File: src/rtl/gy26_responder.sv
// GY-26 compass responder: 8N1 UART command receiver and ASCII angle frame transmitter.
// Optional calibration-mode flag is built only when GY26_CAL_EN is defined.
module gy26_responder #(
    parameter int unsigned CLK_FREQ  = 50_000_000,
    parameter int unsigned BAUD      = 9600,
    parameter logic [7:0]  CMD_ANGLE = 8'h31
) (
    input  logic        clk,
    input  logic        rst,
    input  logic        rxd,
    output logic        txd,
    input  logic [11:0] angle,
    output logic        busy,
    output logic        frame_done
`ifdef GY26_CAL_EN
    ,
    output logic        cal_active
`endif
);

    localparam int unsigned CLKS_PER_BIT = CLK_FREQ / BAUD;
    localparam int unsigned HALF_BIT     = CLKS_PER_BIT / 2;
    localparam int unsigned CNT_W        = $clog2(CLKS_PER_BIT + 1);
    localparam logic [CNT_W-1:0] BIT_LAST  = CNT_W'(CLKS_PER_BIT - 1);
    localparam logic [CNT_W-1:0] HALF_LAST = CNT_W'(HALF_BIT - 1);
    localparam logic [11:0] ANGLE_MAX = 12'd3599;

    typedef enum logic [1:0] {RX_IDLE, RX_START, RX_DATA, RX_STOP} rx_state_t;
    typedef enum logic [2:0] {TX_IDLE, TX_CONVERT, TX_START, TX_DATA, TX_STOP, TX_DONE} tx_state_t;

    logic [2:0]       rx_sync;
    rx_state_t        rx_state;
    logic [CNT_W-1:0] rx_cnt;
    logic [2:0]       rx_bits;
    logic [7:0]       rx_shift;
    logic             rx_valid;
    logic [7:0]       rx_byte;

    tx_state_t        tx_state;
    logic [CNT_W-1:0] tx_cnt;
    logic [2:0]       tx_bits;
    logic [2:0]       byte_idx;
    logic [7:0]       tx_shift;
    logic [11:0]      rem;
    logic [1:0]       phase;
    logic [3:0]       d_hun;
    logic [3:0]       d_ten;
    logic [3:0]       d_one;

    logic             rx_bit_c;
    logic             rx_prev_c;
    logic             cmd_accept_c;
    logic [11:0]      angle_clamped_c;
    logic [11:0]      weight_c;

    assign rx_bit_c        = rx_sync[1];
    assign rx_prev_c       = rx_sync[2];
    assign cmd_accept_c    = rx_valid && (rx_byte == CMD_ANGLE) && !busy;
    assign angle_clamped_c = (angle > ANGLE_MAX) ? ANGLE_MAX : angle;

    // Decimal weight subtracted during the current conversion phase.
    always_comb begin
        weight_c = 12'd10;
        case (phase)
            2'd0:    weight_c = 12'd1000;
            2'd1:    weight_c = 12'd100;
            default: weight_c = 12'd10;
        endcase
    end

    // Reply byte for a given frame position, built from the converted digits.
    function automatic logic [7:0] frame_byte(input logic [2:0] idx);
        logic [7:0] b2, b3, b4, b6;
        b2 = 8'h30 + 8'(d_hun);
        b3 = 8'h30 + 8'(d_ten);
        b4 = 8'h30 + 8'(d_one);
        b6 = 8'h30 + 8'(rem[3:0]);
        case (idx)
            3'd0:    frame_byte = 8'h0D;
            3'd1:    frame_byte = 8'h0A;
            3'd2:    frame_byte = b2;
            3'd3:    frame_byte = b3;
            3'd4:    frame_byte = b4;
            3'd5:    frame_byte = 8'h2E;
            3'd6:    frame_byte = b6;
            default: frame_byte = 8'h0D + 8'h0A + b2 + b3 + b4 + 8'h2E + b6;
        endcase
    endfunction

    // Two-flop synchronizer plus one extra stage for falling-edge detection.
    always_ff @(posedge clk) begin
        if (rst) rx_sync <= 3'b111;
        else     rx_sync <= {rx_sync[1:0], rxd};
    end

    // 8N1 receiver: mid-bit sampling, framing errors silently dropped.
    always_ff @(posedge clk) begin
        if (rst) begin
            rx_state <= RX_IDLE;
            rx_cnt   <= '0;
            rx_bits  <= '0;
            rx_shift <= '0;
            rx_valid <= 1'b0;
            rx_byte  <= '0;
        end else begin
            rx_valid <= 1'b0;
            case (rx_state)
                RX_IDLE: begin
                    if (!rx_bit_c && rx_prev_c) begin
                        rx_state <= RX_START;
                        rx_cnt   <= '0;
                    end
                end
                RX_START: begin
                    if (rx_cnt == HALF_LAST) begin
                        rx_cnt  <= '0;
                        rx_bits <= '0;
                        rx_state <= rx_bit_c ? RX_IDLE : RX_DATA;
                    end else begin
                        rx_cnt <= rx_cnt + 1'b1;
                    end
                end
                RX_DATA: begin
                    if (rx_cnt == BIT_LAST) begin
                        rx_cnt   <= '0;
                        rx_shift <= {rx_bit_c, rx_shift[7:1]};
                        if (rx_bits == 3'd7) rx_state <= RX_STOP;
                        else                 rx_bits  <= rx_bits + 1'b1;
                    end else begin
                        rx_cnt <= rx_cnt + 1'b1;
                    end
                end
                RX_STOP: begin
                    if (rx_cnt == BIT_LAST) begin
                        rx_cnt   <= '0;
                        rx_state <= RX_IDLE;
                        if (rx_bit_c) begin
                            rx_valid <= 1'b1;
                            rx_byte  <= rx_shift;
                        end
                    end else begin
                        rx_cnt <= rx_cnt + 1'b1;
                    end
                end
                default: rx_state <= RX_IDLE;
            endcase
        end
    end

    // Reply sequencer: digit conversion by repeated subtraction, then 8 back-to-back 8N1 bytes.
    always_ff @(posedge clk) begin
        if (rst) begin
            tx_state   <= TX_IDLE;
            txd        <= 1'b1;
            busy       <= 1'b0;
            frame_done <= 1'b0;
            tx_cnt     <= '0;
            tx_bits    <= '0;
            byte_idx   <= '0;
            tx_shift   <= '0;
            rem        <= '0;
            phase      <= '0;
            d_hun      <= '0;
            d_ten      <= '0;
            d_one      <= '0;
        end else begin
            frame_done <= 1'b0;
            case (tx_state)
                TX_IDLE: begin
                    if (cmd_accept_c) begin
                        busy     <= 1'b1;
                        rem      <= angle_clamped_c;
                        phase    <= '0;
                        d_hun    <= '0;
                        d_ten    <= '0;
                        d_one    <= '0;
                        tx_state <= TX_CONVERT;
                    end
                end
                TX_CONVERT: begin
                    if (rem >= weight_c) begin
                        rem <= rem - weight_c;
                        case (phase)
                            2'd0:    d_hun <= d_hun + 1'b1;
                            2'd1:    d_ten <= d_ten + 1'b1;
                            default: d_one <= d_one + 1'b1;
                        endcase
                    end else if (phase == 2'd2) begin
                        tx_shift <= 8'h0D;
                        txd      <= 1'b0;
                        tx_cnt   <= '0;
                        byte_idx <= '0;
                        tx_state <= TX_START;
                    end else begin
                        phase <= phase + 1'b1;
                    end
                end
                TX_START: begin
                    if (tx_cnt == BIT_LAST) begin
                        tx_cnt   <= '0;
                        tx_bits  <= '0;
                        txd      <= tx_shift[0];
                        tx_state <= TX_DATA;
                    end else begin
                        tx_cnt <= tx_cnt + 1'b1;
                    end
                end
                TX_DATA: begin
                    if (tx_cnt == BIT_LAST) begin
                        tx_cnt <= '0;
                        if (tx_bits == 3'd7) begin
                            txd      <= 1'b1;
                            tx_state <= TX_STOP;
                        end else begin
                            tx_bits  <= tx_bits + 1'b1;
                            tx_shift <= tx_shift >> 1;
                            txd      <= tx_shift[1];
                        end
                    end else begin
                        tx_cnt <= tx_cnt + 1'b1;
                    end
                end
                TX_STOP: begin
                    if (tx_cnt == BIT_LAST) begin
                        tx_cnt <= '0;
                        if (byte_idx != 3'd7) begin
                            byte_idx <= byte_idx + 1'b1;
                            tx_shift <= frame_byte(3'(byte_idx + 3'd1));
                            txd      <= 1'b0;
                            tx_state <= TX_START;
                        end else begin
                            frame_done <= 1'b1;
                            tx_state   <= TX_DONE;
                        end
                    end else begin
                        tx_cnt <= tx_cnt + 1'b1;
                    end
                end
                TX_DONE: begin
                    busy     <= 1'b0;
                    tx_state <= TX_IDLE;
                end
                default: tx_state <= TX_IDLE;
            endcase
        end
    end

`ifdef GY26_CAL_EN
    // Calibration flag: C0 enters (only when idle), C1 leaves; neither triggers a reply.
    always_ff @(posedge clk) begin
        if (rst) begin
            cal_active <= 1'b0;
        end else if (rx_valid) begin
            if (rx_byte == 8'hC0 && !busy) cal_active <= 1'b1;
            else if (rx_byte == 8'hC1)     cal_active <= 1'b0;
        end
    end
`endif

endmodule

File: config.mk
export PLATFORM = sky130hd
export DESIGN_NAME = gy26_responder
export DESIGN_NICKNAME = d
export VERILOG_FILES = /design/src/rtl/gy26_responder.sv
export SDC_FILE = /design/constraint.sdc
export NUM_CORES = 1
export LEC_CHECK = 0
export BUFFER_PORTS_ARGS = -buffer_cell sky130_fd_sc_hd__buf_2
export CELL_PAD_IN_SITES_DETAIL_PLACEMENT = 1
export CELL_PAD_IN_SITES_GLOBAL_PLACEMENT = 2
export CORE_ASPECT_RATIO = 2
export CORE_MARGIN = 10
export CORE_UTILIZATION = 39
export DETAILED_ROUTE_END_ITERATION = 8
export HOLD_SLACK_MARGIN = 0.08
export PLACE_DENSITY_LB_ADDON = 0.1
export SKIP_CTS_REPAIR_TIMING = 1
export SYNTH_ARGS = -nofsm -noshare
export SYNTH_HDL_FRONTEND = slang
export SYNTH_SLANG_ARGS = --single-unit
File: constraint.sdc
create_clock -name clk -period 4.6 [get_ports clk]
set_clock_uncertainty 0.1 [all_clocks]
set_input_delay 0.23 -clock clk [delete_from_list [all_inputs] [get_ports clk]]
set_output_delay 0.23 -clock clk [all_outputs]
set_load 0.03 [all_outputs]
* Yosys cells after proc, flatten, opt, wreduce, memory -nomap -nowiden
Cells that the tools add are included.
Widths: inputs -> output; s select.
** Operators by class
- Add/subtract/negate cells :: 19
- Magnitude comparators :: 2
- Equality and inequality tests :: 43
- Mux-type cells :: 76
- Bitwise operators :: 4
- Reductions and logical operators :: 38
** Operators with widths (number)
- $mux 13 :: 6
- $pmux 8 s7 :: 1
- $mux 3 :: 18
- $mux 8 :: 6
- $pmux 13 s3 :: 1
- $mux 12 :: 3
- $ne 2x2->1 const B :: 18
- $add 6x4->7 const A :: 4
- $mux 4 :: 7
- $add 13x1->13 const B :: 2
- $eq 13x13->1 const B :: 2
- $pmux 13 s2 :: 1
- $add 8x7->8 :: 3
- $pmux 12 s2 :: 1
- $pmux 4 s2 :: 3
- $pmux 8 s3 :: 1
- $reduce_and 4->1 :: 6
- $eq 3x3->1 const B :: 7
- $reduce_and 7->1 :: 3
- $pmux 10 s2 :: 1
- $mux 2 :: 9
- $pmux 3 s2 :: 3
- $pmux 3 s5 :: 1
- $eq 13x12->1 const B :: 1
- other kinds (33) :: 74
** Storage, ports and cells
- Flip-flop bits (word level) :: 97
- Input port bits :: 15
- Word-level logic and storage cells :: 202

* Depth between registers and ports, before layout
Gate-level depths: netlist (run 1).
- Word-level depth :: 10
- Gate-level depth with buffers :: 14
- Gate-level depth less buffers :: 14

* Worst setup path after synthesis (run 1)
OpenSTA, ideal clock, no wires.
- Path kind :: register -> register
- From :: reg rem[1]
- To :: reg tx_shift[5]
- Setup time :: 91 ps
- Arrival time :: 3078 ps
- Required time :: 4409 ps
- Setup slack :: 1331 ps
- Cell stages (with the launch flop) :: 14
- Clock period less this slack :: 3269 ps
- Path through :: dfxtp_1 -> inv_1 -> fa_1 -> inv_1 -> fa_1 -> fa_1 -> inv_1 -> fa_1 -> nor2b_1 -> o21a_1 -> nor2_1 -> xnor2_1 -> a31oi_1 -> a311oi_1
** Between the ends
- Word-level cells in the longest chain between the ends :: 6
- Elaborated cells between the ends (all ways) :: 9
- Classes of those cells :: add/sub: 2; order compare: 1; eq/ne: 1; mux: 4; reduce/logical: 1
** Ends and longest elaborated chain
- start: declaration :: line 44 : logic [11:0] rem;
- start signal: assignment :: line 172 : rem <= angle_clamped_c;
- start signal: assignment :: line 182 : rem <= rem - weight_c;
- $add 6x4->7 :: line 77 : b6 = 8'h30 + 8'(rem[3:0]);
- $add 8x7->8 :: line 86 : default: frame_byte = 8'h0D + 8'h0A + b2 + b3 + b4 + 8'h2E + b6;
- $pmux 8 s7 :: line 78 : case (idx)
- $mux 8 :: line 226 : if (byte_idx != 3'd7) begin
- $mux 8 :: line 224 : if (tx_cnt == BIT_LAST) begin
- $pmux 8 s3 :: line 168 : case (tx_state)
- end signal: assignment :: line 216 : tx_shift <= tx_shift >> 1;
- end signal: assignment :: line 228 : tx_shift <= frame_byte(3'(byte_idx + 3'd1));
- end: declaration :: line 43 : logic [7:0] tx_shift;
Parallel ways exist; a longest one is shown, timed or not. The select of a mux whose other input is x is not followed.
A chain may end at the register's enable or synchronous reset.

* Worst setup path after layout (run 1)
Same ends and word-level chain as after synthesis.

==> flow_summary.json, run 1 <==
{
  "status": "finished, final reports clean",
  "h-tree-depth": 3,
  "powerDensity_mw_per_mm2": 380,
  "viasPerCell": 5.86,
  "synth_area_sq_mm": 0.00593,
  "root_buffer": "clkbuf_16",
  "clock.fmax_ghz": 0.284,
  "synthTopCellsByArea": "dfxtp_1 (32%), ha_1 (8.0%), nor2_1 (5.3%)",
  "synth_edf_count": 0,
  "vias": 5342,
  "synth-seq-cells": 96,
  "drtIter0Drc": 167,
  "drv_cap": 0,
  "core_sq_mm": 0.0149,
  "grt_max_degree": 53,
  "synthesis.nets": 774,
  "fp.dieW_um": 107,
  "io_pins": 18,
  "critPathKind": "register to register",
  "final.period_utilization": 0.766,
  "clk_pin_slew_ps": 70,
  "netlist.area_leader.share": 0.324,
  "cts_sinks": 96,
  "syn_area_per_cell_sq_um": 8.31,
  "startpoint_type": "register",
  "antenna_cells": 0,
  "p_total_mw": 2.46,
  "ir_worst_vdd_mv": 0.184,
  "overflow": 0,
  "report.final.hold_viol_count": 0,
  "drive_gt1_frac": 0.0782,
  "tightest_slew_ps": 945,
  "arrival_ps": 3680,
  "grtUsageTotal": 0.171,
  "cp_max_fo": 3,
  "synth-main-ff-cell": "dfxtp_1",
  "yosysSeqAreaShare": 0.324,
  "die_y_um": 194,
  "hold_class": "primary input to register",
  "synth_cells": 713,
  "antenna_left": 0,
  "initial_core_util": 0.398,
  "yosys.area.top_type": "dfxtp_1",
  "cts_made_buffers": 9,
  "worstPathRequired_ps": 4760,
  "wl_per_cell_um": 19.0,
  "grt_pass1_vias": 5845,
  "drc": 0,
  "cts_tree": "built",
  "clk_latency_ps": 360,
  "grt_pass1_wl_um": 29300,
  "nNetsFinal": 772,
  "area_growth_pct": 9.27,
  "leakage_nw": 2.48,
  "tns_ps": 0,
  "dieArea_sq_mm": 0.0208,
  "rsz0062_at_grt": "false",
  "async_flop_share": 0,
  "ys_types": 66,
  "period_minus_slack_ps": 3520,
  "setup_viol": 0,
  "slew_headroom": 0.370,
  "antenna_found_initial": 0,
  "dr.pass1.iters": 7,
  "cts_buffer_depth": 2,
  "hpwl_um": 13000,
  "wirelength_um": 17300,
  "maxSlewViolCount": 0,
  "gp_congestion": 0.816,
  "rows": 63,
  "io_buffers": 17,
  "synth_warnings": 0,
  "cp-end-kind": "register"
}
synthesized netlist by cell type (3+ instances only):
cell and number:
and2_1 7, a211oi_1 11, buf_2 8, inv_1 34, nor2_1 84, and3b_1 3
and3_1 11, nor3_1 23, a21boi_0 3, nand3b_1 5, nor2b_1 10, a21oi_1 56
a41oi_1 5, dfxtp_1 96, and4_1 4, nand2_1 46, a211o_1 3, ha_1 38
o311ai_0 5, or4_1 3, and4bb_2 4, xor2_1 3, a21o_1 6, nand2b_1 13
nand4_1 6, mux2i_1 28, a221oi_1 7, fa_1 8, a31oi_1 11, or3_1 5
o32ai_1 3, buf_4 4, o211ai_1 6, o21a_1 6, xnor2_1 6, nor4bb_1 3
clkbuf_1 24, a311oi_1 18, o31ai_1 4, or2_2 4, nand3_1 33, a22oi_1 6
o21ai_0 20
layout by cell type (no fill, tap or decap), drive strengths merged, types with 5 or more instances in the layout:
cell,instances
nand2b,13
a41oi,5
or3,5
nand3,33
a22oi,6
nand2,46
xnor2,6
and2,8
a221oi,7
clkbuf,11
o311ai,5
inv,35
o211ai,6
a21o,6
fa,8
and3,11
a31oi,11
nor3,24
ha,38
mux2i,28
nand3b,5
o21ai,21
buf,23
dfxtp,96
a311oi,18
a21oi,58
o21a,6
nand4,6
nor2,86
nor2b,10
a211oi,11
sequential cells by signal, summed over array words and instances (netlist names), 2 cells and up, named ones only:
register and count:
rx_cnt 13, tx_cnt 13, rem 12, rx_byte 8
rx_shift 8, tx_shift 7, d_hun 4, d_one 4
d_ten 4, byte_idx 3, rx_bits 3, rx_sync 3
tx_bits 3, tx_state 3, phase 2
final timing paths:
| kind | depth (start not counted) | from | end | slack, ps |
|---|---|---|---|---|
| setup reg to reg | 13 | rem[1] | tx_shift[5] | 1080 |
| setup / recovery | 13 | rem[1] | tx_shift[5] | 1080 |
| hold reg to reg | 1 | rx_sync[0] | rx_sync[1] | 340 |
| hold / removal | 3 | angle[7] | rem[7] | 90 |
critical path, cell delays in order, from the launching register on:
cell and delay [ps]:
dfxtp_1 360, inv_1 100, fa_1 530, inv_1 50, fa_1 420, fa_1 540, inv_1 70, fa_1 450
nor2b_1 120, o21a_1 120, nor2_1 50, xnor2_1 160, a31oi_1 100, a311oi_1 250
cells by family after synthesis:
logic type               Yosys count  share of synthesized area
AO/OA/AOI/OAI                    184                      0.209
XOR/XNOR                           9                     0.0133
adder cells (fa/ha/maj)           46                      0.107
buffers and inverters             71                     0.0505
flip-flops                        96                      0.324
multiplexers                      28                     0.0473
AND/OR/NAND/NOR                  279                      0.249
stage by stage:
stage	std cells	cell area, sq um	worst slack [ps]	hold slack [ps]	util
6_report	911	6480	1080	87.3	0.435
5_1_grt	911	6480	876	146	0.435
4_1_cts	910	6470	1060	-39.5	0.434
3_5_place_dp	894	6130	1120	313	0.412
3_3_place_gp	894	6130	1210	317	0.412
2_1_floorplan	713	5930	1330	234	-
final cells by class:
class                           count  area (sq um)
Tap cell                          195           244
Clock inverter                      5          88.8
Multi-Input combinational cell    546          3710
Fill cell                        1768          8420
Timing Repair Buffer               24           140
Inverter                           34           128
Sequential cell                    96          1920
Clock buffer                       11           243
per-layer routing:
layer,vias to the layer above,GRT usage,part of all wire
li1,2604,-,-
met1,2654,0.165,0.37
met2,54,0.339,0.58
met3,30,0.0222,0.020
met4,0,0.0754,0.030
met5,-,0,0
power breakdown:
group | total (mW) | internal [mW] | switching, mW
combinational | 0.672 | 0.234 | 0.438
sequential | 0.934 | 0.877 | 0.0566
clock | 0.853 | 0.498 | 0.355
Note: power is estimated with default switching activity, not from simulation.
==> run 2: changes to the inputs <==
==> constraint.sdc (replaced) <==
create_clock -name clk -period 3.43 [get_ports clk]
set_clock_uncertainty 0.1 [all_clocks]
set_input_delay 0.1715 -clock clk [delete_from_list [all_inputs] [get_ports clk]]
set_output_delay 0.1715 -clock clk [all_outputs]
set_load 0.03 [all_outputs]
==> run 2 against run 1 <==
Final cell count increased by 2.1%; sequential share of layout area decreased by 0.63 points; combinational power increased by 42%; total power increased by 30%; register-to-register slack got worse by 870 ps; cell area increased by 2.3%; wire length increased by 0.56%; critical path type unchanged.
==> flow_summary.json, run 2 (synthesis results as in run 1) <==
{
  "gp_congestion": 0.855,
  "period_minus_slack_ps": 3220,
  "cpMaxStageDelayCell": "fa_1",
  "drtIter0Drc": 172,
  "cts_made_buffers": 9,
  "cp_top_family": "adder cells",
  "stdcell_area_sq_mm": 0.00663,
  "fp.dieW_um": 107,
  "drv_cap": 0,
  "grtUsageTotal": 0.170,
  "slew_headroom": 0.502,
  "tightest_slew_ps": 747,
  "dieArea_sq_mm": 0.0208,
  "layout_common_cells": "dfxtp_1 (94), nor2_1 (84), a21oi_1 (56)",
  "ir_worst_vdd_mv": 0.276,
  "report.final.hold_viol_count": 0,
  "initial_core_util": 0.398,
  "timing.hold.ws_ps": 30.5,
  "overflow": 0,
  "arrival_ps": 3380,
  "die_y_um": 194,
  "rows": 63,
  "tns_ps": 0,
  "core_sq_mm": 0.0149,
  "hold_class": "primary input to register",
  "post-place-cells": 911,
  "cts_buffer_depth": 2,
  "path_cells": "inv_2 -> fa_1 -> inv_1 -> fa_2 -> fa_1 -> buf_4 -> ha_1 -> nand3_1 -> nand2_1 -> xor2_1 -> a21oi_1 -> a2bb2oi_1 -> a311oi_1",
  "clk_pin_slew_ps": 80,
  "wl_per_cell_um": 18.7,
  "antenna_left": 0,
  "clk_latency_ps": 360,
  "io_buffers": 17,
  "worstPathRequired_ps": 3590,
  "area_growth_pct": 11.8,
  "dr.pass1.iters": 4,
  "setup_viol": 0,
  "grt_max_degree": 52,
  "crit_buf_inv": 3,
  "wirelength_um": 17400,
  "final_cells": 930,
  "r2r_slack_ps": 210,
  "cts_tree": "built",
  "startpoint_type": "register",
  "cts_sinks": 96,
  "final.period_utilization": 0.940,
  "top_regs": "rx_cnt x13, tx_cnt x13, rem x12",
  "rsz0062_at_grt": "false",
  "p_total_mw": 3.19,
  "clock.fmax_ghz": 0.310,
  "critPathKind": "register to register",
  "antenna_cells": 0,
  "viasPerCell": 5.81,
  "antenna_found_initial": 0,
  "leakage_nw": 2.54,
  "cpMostUsedCell": "fa_1",
  "grt_pass1_vias": 5832,
  "maxSlewViolCount": 0,
  "h-tree-depth": 3,
  "drive_gt1_frac": 0.113,
  "nNetsFinal": 791,
  "grt_pass1_wl_um": 29000,
  "hpwl_um": 13000,
  "io_pins": 18,
  "root_buffer": "clkbuf_16",
  "status": "finished, final reports clean",
  "vias": 5400,
  "drc": 0,
  "dpl-instance-area_sq_mm": 0.00627,
  "slowest_delay_ps": 530,
  "cp_max_fo": 2,
  "cp-end-kind": "register",
  "final_common_cell": "dfxtp_1",
  "powerDensity_mw_per_mm2": 481
}
==> run 2: final timing paths <==
kind	from	depth (start not counted)	to
hold reg to reg	rx_sync[0]	1	rx_sync[1]
setup reg to reg	rem[1]	13	tx_shift[4]
hold / removal	angle[5]	3	rem[5]
setup / recovery	rem[1]	13	tx_shift[4]
==> run 2: worst reg2reg max path: stages (launching register included) <==
cell and delay, ps:
dfxtp_2 340, inv_2 50, fa_1 530, inv_1 50, fa_2 330, fa_1 480
buf_4 150, ha_1 280, nand3_1 70, nand2_1 100, xor2_1 160, a21oi_1 80
a2bb2oi_1 160, a311oi_1 240
==> run 2: report_power, final <==
group | total [mW] | switching [mW] | internal (mW)
Clock | 1.01 | 0.506 | 0.505
Combinational | 0.954 | 0.621 | 0.333
Sequential | 1.22 | 0.0480 | 1.18
Total | 3.19 | 1.18 | 2.01
==> run 2: layout make-up <==
class	count	area [sq um]
Clock buffer	9	225
Clock inverter	7	65.1
Fill cell	1799	8270
Inverter	34	128
Multi-Input combinational cell	546	3740
Sequential cell	96	1920
Tap cell	195	244
Timing Repair Buffer	43	298
==> run 2: layer usage <==
| layer | wire length (um) | track usage | vias to the layer above |
|---|---|---|---|
| met5 | 0 | 0 | - |
| met4 | 439 | 0.0669 | 0 |
| met3 | 264 | 0.0239 | 19 |
| met2 | 9960 | 0.332 | 41 |
| met1 | 6740 | 0.171 | 2702 |
| li1 | - | - | 2638 |
==> run 2: per-stage QoR <==
step | setup WS (ps) | utilization
finish | 206 | 0.445
CTS | -69.9 | 0.441
floorplan | 161 | -
global route | 9.32 | 0.445
global placement | 79.6 | 0.421
detailed placement | -25.0 | 0.421
==> run 3: changes to the inputs <==
--- a/config.mk
+++ b/config.mk
@@ -12,6 +12,7 @@
 export CORE_MARGIN = 10
 export CORE_UTILIZATION = 39
 export DETAILED_ROUTE_END_ITERATION = 8
+export GPL_TIMING_DRIVEN = 0
 export HOLD_SLACK_MARGIN = 0.08
 export PLACE_DENSITY_LB_ADDON = 0.1
 export SKIP_CTS_REPAIR_TIMING = 1
==> run 3 against run 2 <==
Cell area hardly changed; largest power group unchanged; die area did not move; count of clock-buffer cells in the layout increased by 1; final cell count grew 1.3%; sequential power about the same; largest cell class unchanged; sequential share of layout area up 0.097 points; core utilization hardly changed; critical endpoint is now tx_shift[5]; worst hold slack improved by 4.9 ps; clock power is essentially flat; total power up 2.5%; worst setup slack got worse by 190 ps; non-clock buffer count up 12.
==> flow_summary.json, run 3 (synthesis results as in run 1) <==
{
  "viasPerCell": 5.88,
  "status": "finished, final reports clean",
  "crit_buf_inv": 3,
  "wl_per_cell_um": 20.2,
  "layout_common_cells": "dfxtp_1 (90), nor2_1 (84), a21oi_1 (55)",
  "maxSlewViolCount": 0,
  "drv_cap": 0,
  "period_minus_slack_ps": 3420,
  "vias": 5541,
  "critPathKind": "register to register",
  "io_pins": 18,
  "fin_util": 0.445,
  "gp_congestion": 0.851,
  "grt_pass1_wl_um": 31100,
  "area_growth_pct": 11.8,
  "wirelength_um": 19000,
  "crit_cells": 14,
  "fp.dieW_um": 107,
  "drc": 0,
  "hold_depth": 3,
  "nNetsFinal": 803,
  "path_cells": "inv_2 -> fa_1 -> inv_1 -> fa_2 -> ha_4 -> ha_2 -> inv_1 -> fa_2 -> nor2b_1 -> o21a_1 -> nor2_1 -> xnor2_1 -> a31oi_1 -> a311oi_1",
  "rsz0062_at_grt": "true",
  "reg2regPathDepth": 14,
  "hold_class": "primary input to register",
  "post-place-cells": 924,
  "slew_headroom": 0.434,
  "leakage_nw": 2.50,
  "clock.fmax_ghz": 0.293,
  "slowest_delay_ps": 540,
  "core_sq_mm": 0.0149,
  "stdcell_area_sq_mm": 0.00663,
  "grt_max_degree": 17,
  "rows": 63,
  "antenna_left": 0,
  "top_regs": "rx_cnt x13, tx_cnt x13, rem x12",
  "antenna_cells": 0,
  "cp_max_fo": 3,
  "final_common_cell": "dfxtp_1",
  "cp_top_family": "adder cells",
  "root_buffer": "clkbuf_16",
  "initial_core_util": 0.398,
  "cp-end-kind": "register",
  "worstPathRequired_ps": 3590,
  "cpMaxStageDelayCell": "fa_1",
  "cts_tree": "built",
  "drtIter0Drc": 141,
  "h-tree-depth": 3,
  "final.period_utilization": 0.996,
  "drive_gt1_frac": 0.104,
  "grt_pass1_vias": 5973,
  "clk_latency_ps": 360,
  "r2r_slack_ps": 10,
  "dr.pass1.iters": 4,
  "setup_viol": 0,
  "ir_worst_vdd_mv": 0.241,
  "tightest_slew_ps": 843,
  "die_y_um": 194,
  "arrival_ps": 3570,
  "antenna_found_initial": 0,
  "cts_sinks": 96,
  "hpwl_um": 14900,
  "cts_made_buffers": 9,
  "startpoint_type": "register",
  "dieArea_sq_mm": 0.0208,
  "final_cells": 942,
  "overflow": 0,
  "grtUsageTotal": 0.186,
  "dpl-instance-area_sq_mm": 0.00625,
  "cts_buffer_depth": 2,
  "report.final.hold_viol_count": 0,
  "powerDensity_mw_per_mm2": 493,
  "clk_pin_slew_ps": 70,
  "io_buffers": 16
}
-- run 3: through the flow --
| stage | power, mW | setup WS, ps | setup TNS (ps) | hold slack [ps] |
|---|---|---|---|---|
| global placement | 2.21 | -115 | -115 | 281 |
| finish | 3.27 | 13.0 | 0 | 35.4 |
| CTS | 3.29 | -245 | -344 | -89.7 |
| floorplan | 1.93 | 161 | 0 | 175 |
| global route | 3.45 | -209 | -209 | 102 |
| detailed placement | 2.24 | -226 | -281 | 288 |
-- run 3: worst paths after layout --
path                                 start           to
worst max-delay path                rem[1]  tx_shift[5]
worst min-delay path              angle[5]       rem[5]
worst max register to register      rem[1]  tx_shift[5]
worst min register to register  rx_sync[0]   rx_sync[1]
-- run 3: power breakdown --
part	leakage [nW]	internal [mW]	switching (mW)	total, mW
Clock	0.139	0.569	0.475	1.04
Sequential	0.778	1.18	0.0460	1.22
Combinational	1.58	0.337	0.667	1.00
Total	2.50	2.08	1.19	3.27
-- run 3: final cells by class --
cell class | instances | area (sq um)
flip-flops and latches | 96 | 1930
clock inverters | 6 | 67.6
well taps | 195 | 244
repair buffers | 18 | 97.6
plain buffers | 37 | 174
clock buffers | 10 | 229
inverters | 34 | 128
multi-input cells | 546 | 3760
fillers | 1790 | 8270
-- run 3: layer usage --
metal / part of all wire / vias up / GRT usage / wire, um
li1: - / 2671 / - / -
met1: 0.37 / 2781 / 0.179 / 7050
met2: 0.59 / 61 / 0.373 / 11100
met3: 0.015 / 28 / 0.0225 / 294
met4: 0.027 / 0 / 0.0754 / 509
met5: 0 / - / 0 / 0
-- run 3: tightest hold or removal path, stage by stage --
cell	delay, ps
buf_2	90
a221oi_1	70
nor3_1	120
